File: src/rtl/cv32e40p_apu_responder.sv
// rtl/cv32e40p_apu_responder.sv - APU responder: ADD/SUB/MAC/MINU with req/gnt/rvalid handshake
// One operation in flight; the result is computed at accept and released after its latency.
module cv32e40p_apu_responder #(
  parameter int APU_NARGS_CPU    = 3,
  parameter int APU_WOP_CPU      = 6,
  parameter int APU_NUSFLAGS_CPU = 5,
  parameter int MAC_LAT          = 3
) (
  input  logic                         clk,
  input  logic                         rst_n,
  input  logic                         apu_req_i,
  output logic                         apu_gnt_o,
  input  logic [APU_NARGS_CPU*32-1:0]  apu_operands_i,
  input  logic [APU_WOP_CPU-1:0]       apu_op_i,
  output logic                         apu_rvalid_o,
  output logic [31:0]                  apu_result_o,
  output logic [APU_NUSFLAGS_CPU-1:0]  apu_flags_o,
  output logic                         busy_o
);

  localparam logic [APU_WOP_CPU-1:0] OP_ADD  = APU_WOP_CPU'(0);
  localparam logic [APU_WOP_CPU-1:0] OP_SUB  = APU_WOP_CPU'(1);
  localparam logic [APU_WOP_CPU-1:0] OP_MAC  = APU_WOP_CPU'(2);
  localparam logic [APU_WOP_CPU-1:0] OP_MINU = APU_WOP_CPU'(3);
  localparam logic [2:0]             MAC_CNT = 3'(MAC_LAT - 1);

  typedef enum logic {IDLE, EXEC} state_t;

  state_t                      state, state_next;
  logic [2:0]                  cnt, cnt_next;
  logic                        accept, done;
  logic [31:0]                 op_a, op_b, op_c;
  logic [31:0]                 calc_result;
  logic [APU_NUSFLAGS_CPU-1:0] calc_flags;
  logic [2:0]                  calc_cnt;
  logic [31:0]                 hold_result, last_result;
  logic [APU_NUSFLAGS_CPU-1:0] hold_flags, last_flags;

  assign op_a = apu_operands_i[31:0];
  assign op_b = apu_operands_i[63:32];
  assign op_c = apu_operands_i[95:64];

  always_comb begin
    calc_result = '0;
    calc_flags  = '0;
    calc_cnt    = 3'd0;
    case (apu_op_i)
      OP_ADD: begin
        calc_result   = op_a + op_b;
        calc_flags[1] = (op_a[31] == op_b[31]) && (calc_result[31] != op_a[31]);
      end
      OP_SUB: begin
        calc_result   = op_a - op_b;
        calc_flags[1] = (op_a[31] != op_b[31]) && (calc_result[31] != op_a[31]);
      end
      OP_MAC: begin
        // Low 32 bits of a signed product equal those of the unsigned product.
        calc_result = op_a * op_b + op_c;
        calc_cnt    = MAC_CNT;
      end
      OP_MINU: calc_result = (op_a < op_b) ? op_a : op_b;
      default: calc_flags[0] = 1'b1;
    endcase
  end

  assign done      = (state == EXEC) && (cnt == 3'd0);
  assign apu_gnt_o = rst_n && apu_req_i && ((state == IDLE) || (cnt == 3'd0));
  assign accept    = apu_gnt_o;

  always_comb begin
    state_next = state;
    cnt_next   = cnt;
    if (state == IDLE) begin
      if (accept) begin
        state_next = EXEC;
        cnt_next   = calc_cnt;
      end
    end else if (cnt != 3'd0) begin
      cnt_next = cnt - 3'd1;
    end else if (accept) begin
      cnt_next = calc_cnt;
    end else begin
      state_next = IDLE;
    end
  end

  always_ff @(posedge clk or negedge rst_n) begin
    if (!rst_n) begin
      state       <= IDLE;
      cnt         <= 3'd0;
      hold_result <= '0;
      hold_flags  <= '0;
      last_result <= '0;
      last_flags  <= '0;
    end else begin
      state <= state_next;
      cnt   <= cnt_next;
      if (done) begin
        last_result <= hold_result;
        last_flags  <= hold_flags;
      end
      if (accept) begin
        hold_result <= calc_result;
        hold_flags  <= calc_flags;
      end
    end
  end

  // The pending result stays hidden until its rvalid cycle; otherwise show the last answer.
  assign apu_rvalid_o = done;
  assign apu_result_o = done ? hold_result : last_result;
  assign apu_flags_o  = done ? hold_flags : last_flags;
  assign busy_o       = (state == EXEC);

endmodule

File: config.mk
export PLATFORM = sky130hd
export DESIGN_NAME = cv32e40p_apu_responder
export DESIGN_NICKNAME = d
export VERILOG_FILES = /design/src/rtl/cv32e40p_apu_responder.sv
export SDC_FILE = /design/constraint.sdc
export NUM_CORES = 2
export LEC_CHECK = 0
export CAP_MARGIN = 10
export CORE_MARGIN = 2
export CORE_UTILIZATION = 66
export CTS_CLUSTER_DIAMETER = 120
export DETAILED_ROUTE_END_ITERATION = 16
export PLACE_DENSITY = 0.95
export SYNTH_ARGS = -nofsm -noshare
export SYNTH_HDL_FRONTEND = slang
export SYNTH_SLANG_ARGS = --single-unit
File: constraint.sdc
create_clock -name clk -period 4.75 [get_ports clk]
set_input_delay 0.95 -clock clk [delete_from_list [all_inputs] [get_ports clk]]
set_output_delay 0.95 -clock clk [all_outputs]
set_load 0.1 [all_outputs]
==> impl_metrics.env, run 1 <==
export IMPL_haltStage="global routing"
export IMPL_synthesis_nets=3541
export IMPL_start_util_pct=67.0
export IMPL_ys_ff_latch=75
export IMPL_io_pins=145
export IMPL_synth_cell_types=75
export IMPL_yosysMostFrequentCell="inv_1"
export IMPL_routabilityCongestion=1.18
export IMPL_io_buffers=144
export IMPL_grt_pass1_wl_um=234000
export IMPL_gr_total_overflow=298
export IMPL_synth_flop_cell="dfrtp_1"
export IMPL_yosysSeqAreaShare_pct=7.88
export IMPL_clock_sinks=75
export IMPL_dp_hpwl_um=72300
export IMPL_yosys_warnings=0
export IMPL_place_ws_ps=-3600
export IMPL_synthArstFlopShare_pct=100
export IMPL_die_width_um=194
export IMPL_synth_edf_count=0
export IMPL_cts_made_buffers=9
export IMPL_synth_area_per_cell_um2=8.49
export IMPL_synth_top_area_cell="fa_1"
export IMPL_status="stopped before the end"
export IMPL_synth_top_area_share_pct=37.0
export IMPL_stop_error="[ERROR GRT-0116] Global routing finished with congestion. Check the congestion regions in the DRC Viewer."
export IMPL_grt_usage_pct=84.0
export IMPL_dieHeight_um=194
export IMPL_synth_common_cells="inv_1, fa_1, nand2_1"
export IMPL_syn_inst=2807
export IMPL_placed_area_um2=28700
export IMPL_htreeDepth=3
export IMPL_cts_root_buffer="clkbuf_16"
export IMPL_grt_max_degree=77
export IMPL_cts_buffer_depth=2
export IMPL_grt_pass1_vias=33921
export IMPL_syn_area_um2=23800
export IMPL_rows=69
export IMPL_yosys_top_cells_area="fa_1, ha_1, inv_1"
## cell families after synthesis
logic type               after synthesis  share of synthesized area (%)
AND/OR/NAND/NOR                      867                           17.7
buffers and inverters                706                           11.3
adder cells (fa/ha/maj)              629                           46.9
AO/OA/AOI/OAI                        375                           10.3
XOR/XNOR                             118                           4.34
flip-flops                            75                           7.88
multiplexers                          37                           1.60
## stage by stage
| stage | utilization (%) | TNS, ps | cells |
|---|---|---|---|
| 3_5_place_dp | 80.6 | -77440 | 3615 |
| 3_3_place_gp | 80.6 | -70880 | 3615 |
| 2_1_floorplan | - | -46260 | 2807 |
| 4_1_cts | 88.5 | -51510 | 3719 |
## layer usage
layer	overflow	GRT usage (%)
met4	126	83.5
met1	15	81.4
met2	146	95.3
met5	4	52.7
met3	7	77.7
## timing repair
action	CTS
hold buffers	0
pin swaps	263
resized for setup	555
buffers inserted	71
endpoints found under the setup margin	30
gates cloned	18
==> inputs of run 2 (changes only) <==
Settings changed: CORE_UTILIZATION 66 to 40, CTS_CLUSTER_DIAMETER 120 to default, PLACE_DENSITY 0.95 to default, PLACE_DENSITY_LB_ADDON from default to 0.15.
==> run 2 against run 1 <==
  * The flow now finishes, with violations (setup timing)
  * Synthesized cell count is the same
  * Synthesized area stayed put
==> impl_metrics.env, run 2 <==
export IMPL_fmax_mhz=133
export IMPL_critical_path_endpoint_type="flop"
export IMPL_multi_input_area_um2=20700
export IMPL_yosysMostFrequentCell="inv_1"
export IMPL_required_ps=4980
export IMPL_finalMaxSlewViolations=0
export IMPL_cp_arrival_ps=7740
export IMPL_nNetsFinal=4058
export IMPL_synthesis_nets=3541
export IMPL_drive_gt1_share_pct=25.8
export IMPL_syn_to_final_growth_pct=37.8
export IMPL_yosysSeqAreaShare_pct=7.88
export IMPL_routed_wl_um=92700
export IMPL_layout_min_cycle_time_ps=7510
export IMPL_cts_buffer_depth=2
export IMPL_final_cell_mix="inv_1, fa_1, buf_4"
export IMPL_die_area_um2=61500
export IMPL_clk_pin_slew_ps=60
export IMPL_cts_root_buffer="clkbuf_16"
export IMPL_critPathMaxFanout=7
export IMPL_routabilityCongestion=0.934
export IMPL_cts_tree="yes"
export IMPL_violations="setup timing"
export IMPL_rsz0062_at_grt="yes"
export IMPL_num_fill_cells=5375
export IMPL_final_common_cell="inv_1"
export IMPL_die_width_um=248
export IMPL_start_util_pct=40.4
export IMPL_synth_edf_count=0
export IMPL_drtAntennaViolNets=0
export IMPL_fin_tns_setup_ps=-53590
export IMPL_vias_per_cell=5.17
export IMPL_gr_total_overflow=0
export IMPL_tightest_slew_ps=964
export IMPL_grt_max_degree=77
export IMPL_antenna_found_initial=3
export IMPL_seq_area_um2=1880
export IMPL_synthArstFlopShare_pct=100
export IMPL_rows=89
export IMPL_synth_area_per_cell_um2=8.49
export IMPL_synth_cell_types=75
export IMPL_synth_top_area_cell="fa_1"
export IMPL_syn_area_um2=23800
export IMPL_htreeDepth=3
export IMPL_status="complete, but fails checks"
export IMPL_clock_sinks=75
export IMPL_clock_insertion_delay_worst_skew_ps=330
export IMPL_skew_ps=5.34
export IMPL_hold_buffers=0
export IMPL_cts_made_buffers=9
export IMPL_ys_ff_latch=75
export IMPL_fin_crit_sh_pct=158
export IMPL_io_buffers=144
export IMPL_maxCapViolations=0
export IMPL_dp_hpwl_um=73700
export IMPL_yosys_top_cells_area="fa_1, ha_1, inv_1"
export IMPL_holdCritPathClass="reg2reg"
export IMPL_io_pins=145
export IMPL_crit_path_start_kind="input port"
export IMPL_fin_ws_ps=-2760
export IMPL_syn_inst=2807
export IMPL_grt_pass1_vias=23441
export IMPL_dieHeight_um=248
export IMPL_grt_pass1_wl_um=141000
export IMPL_core_um2=58900
export IMPL_drcViolationCount=0
export IMPL_synth_flop_cell="dfrtp_1"
export IMPL_yosys_warnings=0
export IMPL_slew_headroom_pct=35.3
export IMPL_avgRoutedWirePerCell_um=22.6
export IMPL_grt_usage_pct=31.1
export IMPL_synth_common_cells="inv_1, fa_1, nand2_1"
export IMPL_path_class="in2reg"
export IMPL_hold_viol=0
export IMPL_drt_iter0_markers=1399
export IMPL_vias=21242
export IMPL_synth_top_area_share_pct=37.0
export IMPL_drt_pass1_iterations=7
export IMPL_setup_viol=26
export IMPL_top_regs="hold_result: 32 flops, last_result: 32 flops, last_flags: 5 flops"
==> run 2: cell counts after synthesis <==
Identical to the previous run, type by type.
==> run 2: cell families (layout without fill, tap and decap cells) <==
kind of cell	after synthesis	count (layout)	synth area share (%)
AND/OR/NAND/NOR	867	867	17.7
buffers and inverters	706	1227	11.3
adder cells (fa/ha/maj)	629	629	46.9
AO/OA/AOI/OAI	375	375	10.3
XOR/XNOR	118	118	4.34
flip-flops	75	75	7.88
multiplexers	37	37	1.60
other	0	5	0
==> run 2: layer usage <==
| layer | track usage, % | up-vias | share of wire, % |
|---|---|---|---|
| li1 | - | 9663 | - |
| met1 | 40.2 | 10750 | 42 |
| met3 | 5.62 | 152 | 6.3 |
| met4 | 11.1 | 2 | 3.7 |
| met5 | 0 | - | 0.015 |
| met2 | 52.2 | 675 | 48 |
==> run 2: critical path, stage by stage <==
cell      delay [ps]
buf_12           110
buf_12           140
and2_4           140
fa_1             490
fa_1             510
fa_1             530
inv_1             50
fa_1             500
inv_2             40
fa_1             470
inv_1             50
fa_1             500
inv_2             40
fa_1             490
inv_2             40
fa_1             510
inv_2             50
ha_4             250
buf_6            120
a21o_1           170
o41a_1           400
o31a_1           340
o211ai_1         260
mux2i_2          390
a221oi_2          70
o311ai_1         100
==> run 2: worst paths after layout <==
| path | from | endpoint | slack, ps | cells after the start |
|---|---|---|---|---|
| min in group asynchronous | rst_n | cnt[0]$_DFF_PN0_ | 860 | 2 |
| max in group asynchronous | rst_n | hold_result[6]$_DFFE_PN0P_ | 3250 | 2 |
| worst max register to register | cnt[0]$_DFF_PN0_ | hold_result[26]$_DFFE_PN0P_ | 1610 | 12 |
| worst min register to register | last_flags[3]$_DFF_PN0_ | last_flags[3]$_DFF_PN0_ | 480 | 1 |
| worst max-delay path | apu_operands_i[34] | hold_result[30]$_DFFE_PN0P_ | -2760 | 26 |
| worst min-delay path | last_flags[3]$_DFF_PN0_ | last_flags[3]$_DFF_PN0_ | 480 | 1 |
==> run 2: timing repair <==
action,in CTS,in global routing
pin swaps,126,124
setup buffers,59,20
resized for setup,351,164
cloned,17,0
setup endpoints to repair,30,28
==> run 2: metrics by stage <==
stage / setup WS [ps] / util [%] / cell area (µm²) / instances / hold slack (ps)
finish: -2760 / 55.7 / 32800 / 4106 / 482
global route: -2960 / 55.7 / 32800 / 4102 / 504
floorplan: -2630 / - / 24400 / 2807 / 450
global placement: -3580 / 51.0 / 30000 / 4006 / 462
detailed placement: -3680 / 51.0 / 30000 / 4006 / 470
CTS: -2830 / 54.8 / 32300 / 4092 / 483
==> run 2: area by class of cell <==
class	count	share of cell area (%)
multi-input cells	2026	63.2
repair buffers	645	20.8
inverters	567	6.51
flip-flops and latches	75	5.71
well taps	773	2.95
clock buffers	13	0.823
diodes	5	0.0381
clock inverters	2	0.0305
Power of run 2 is not shown: default switching activity piles up to over one toggle a cycle in this logic, so the estimate is an artifact.
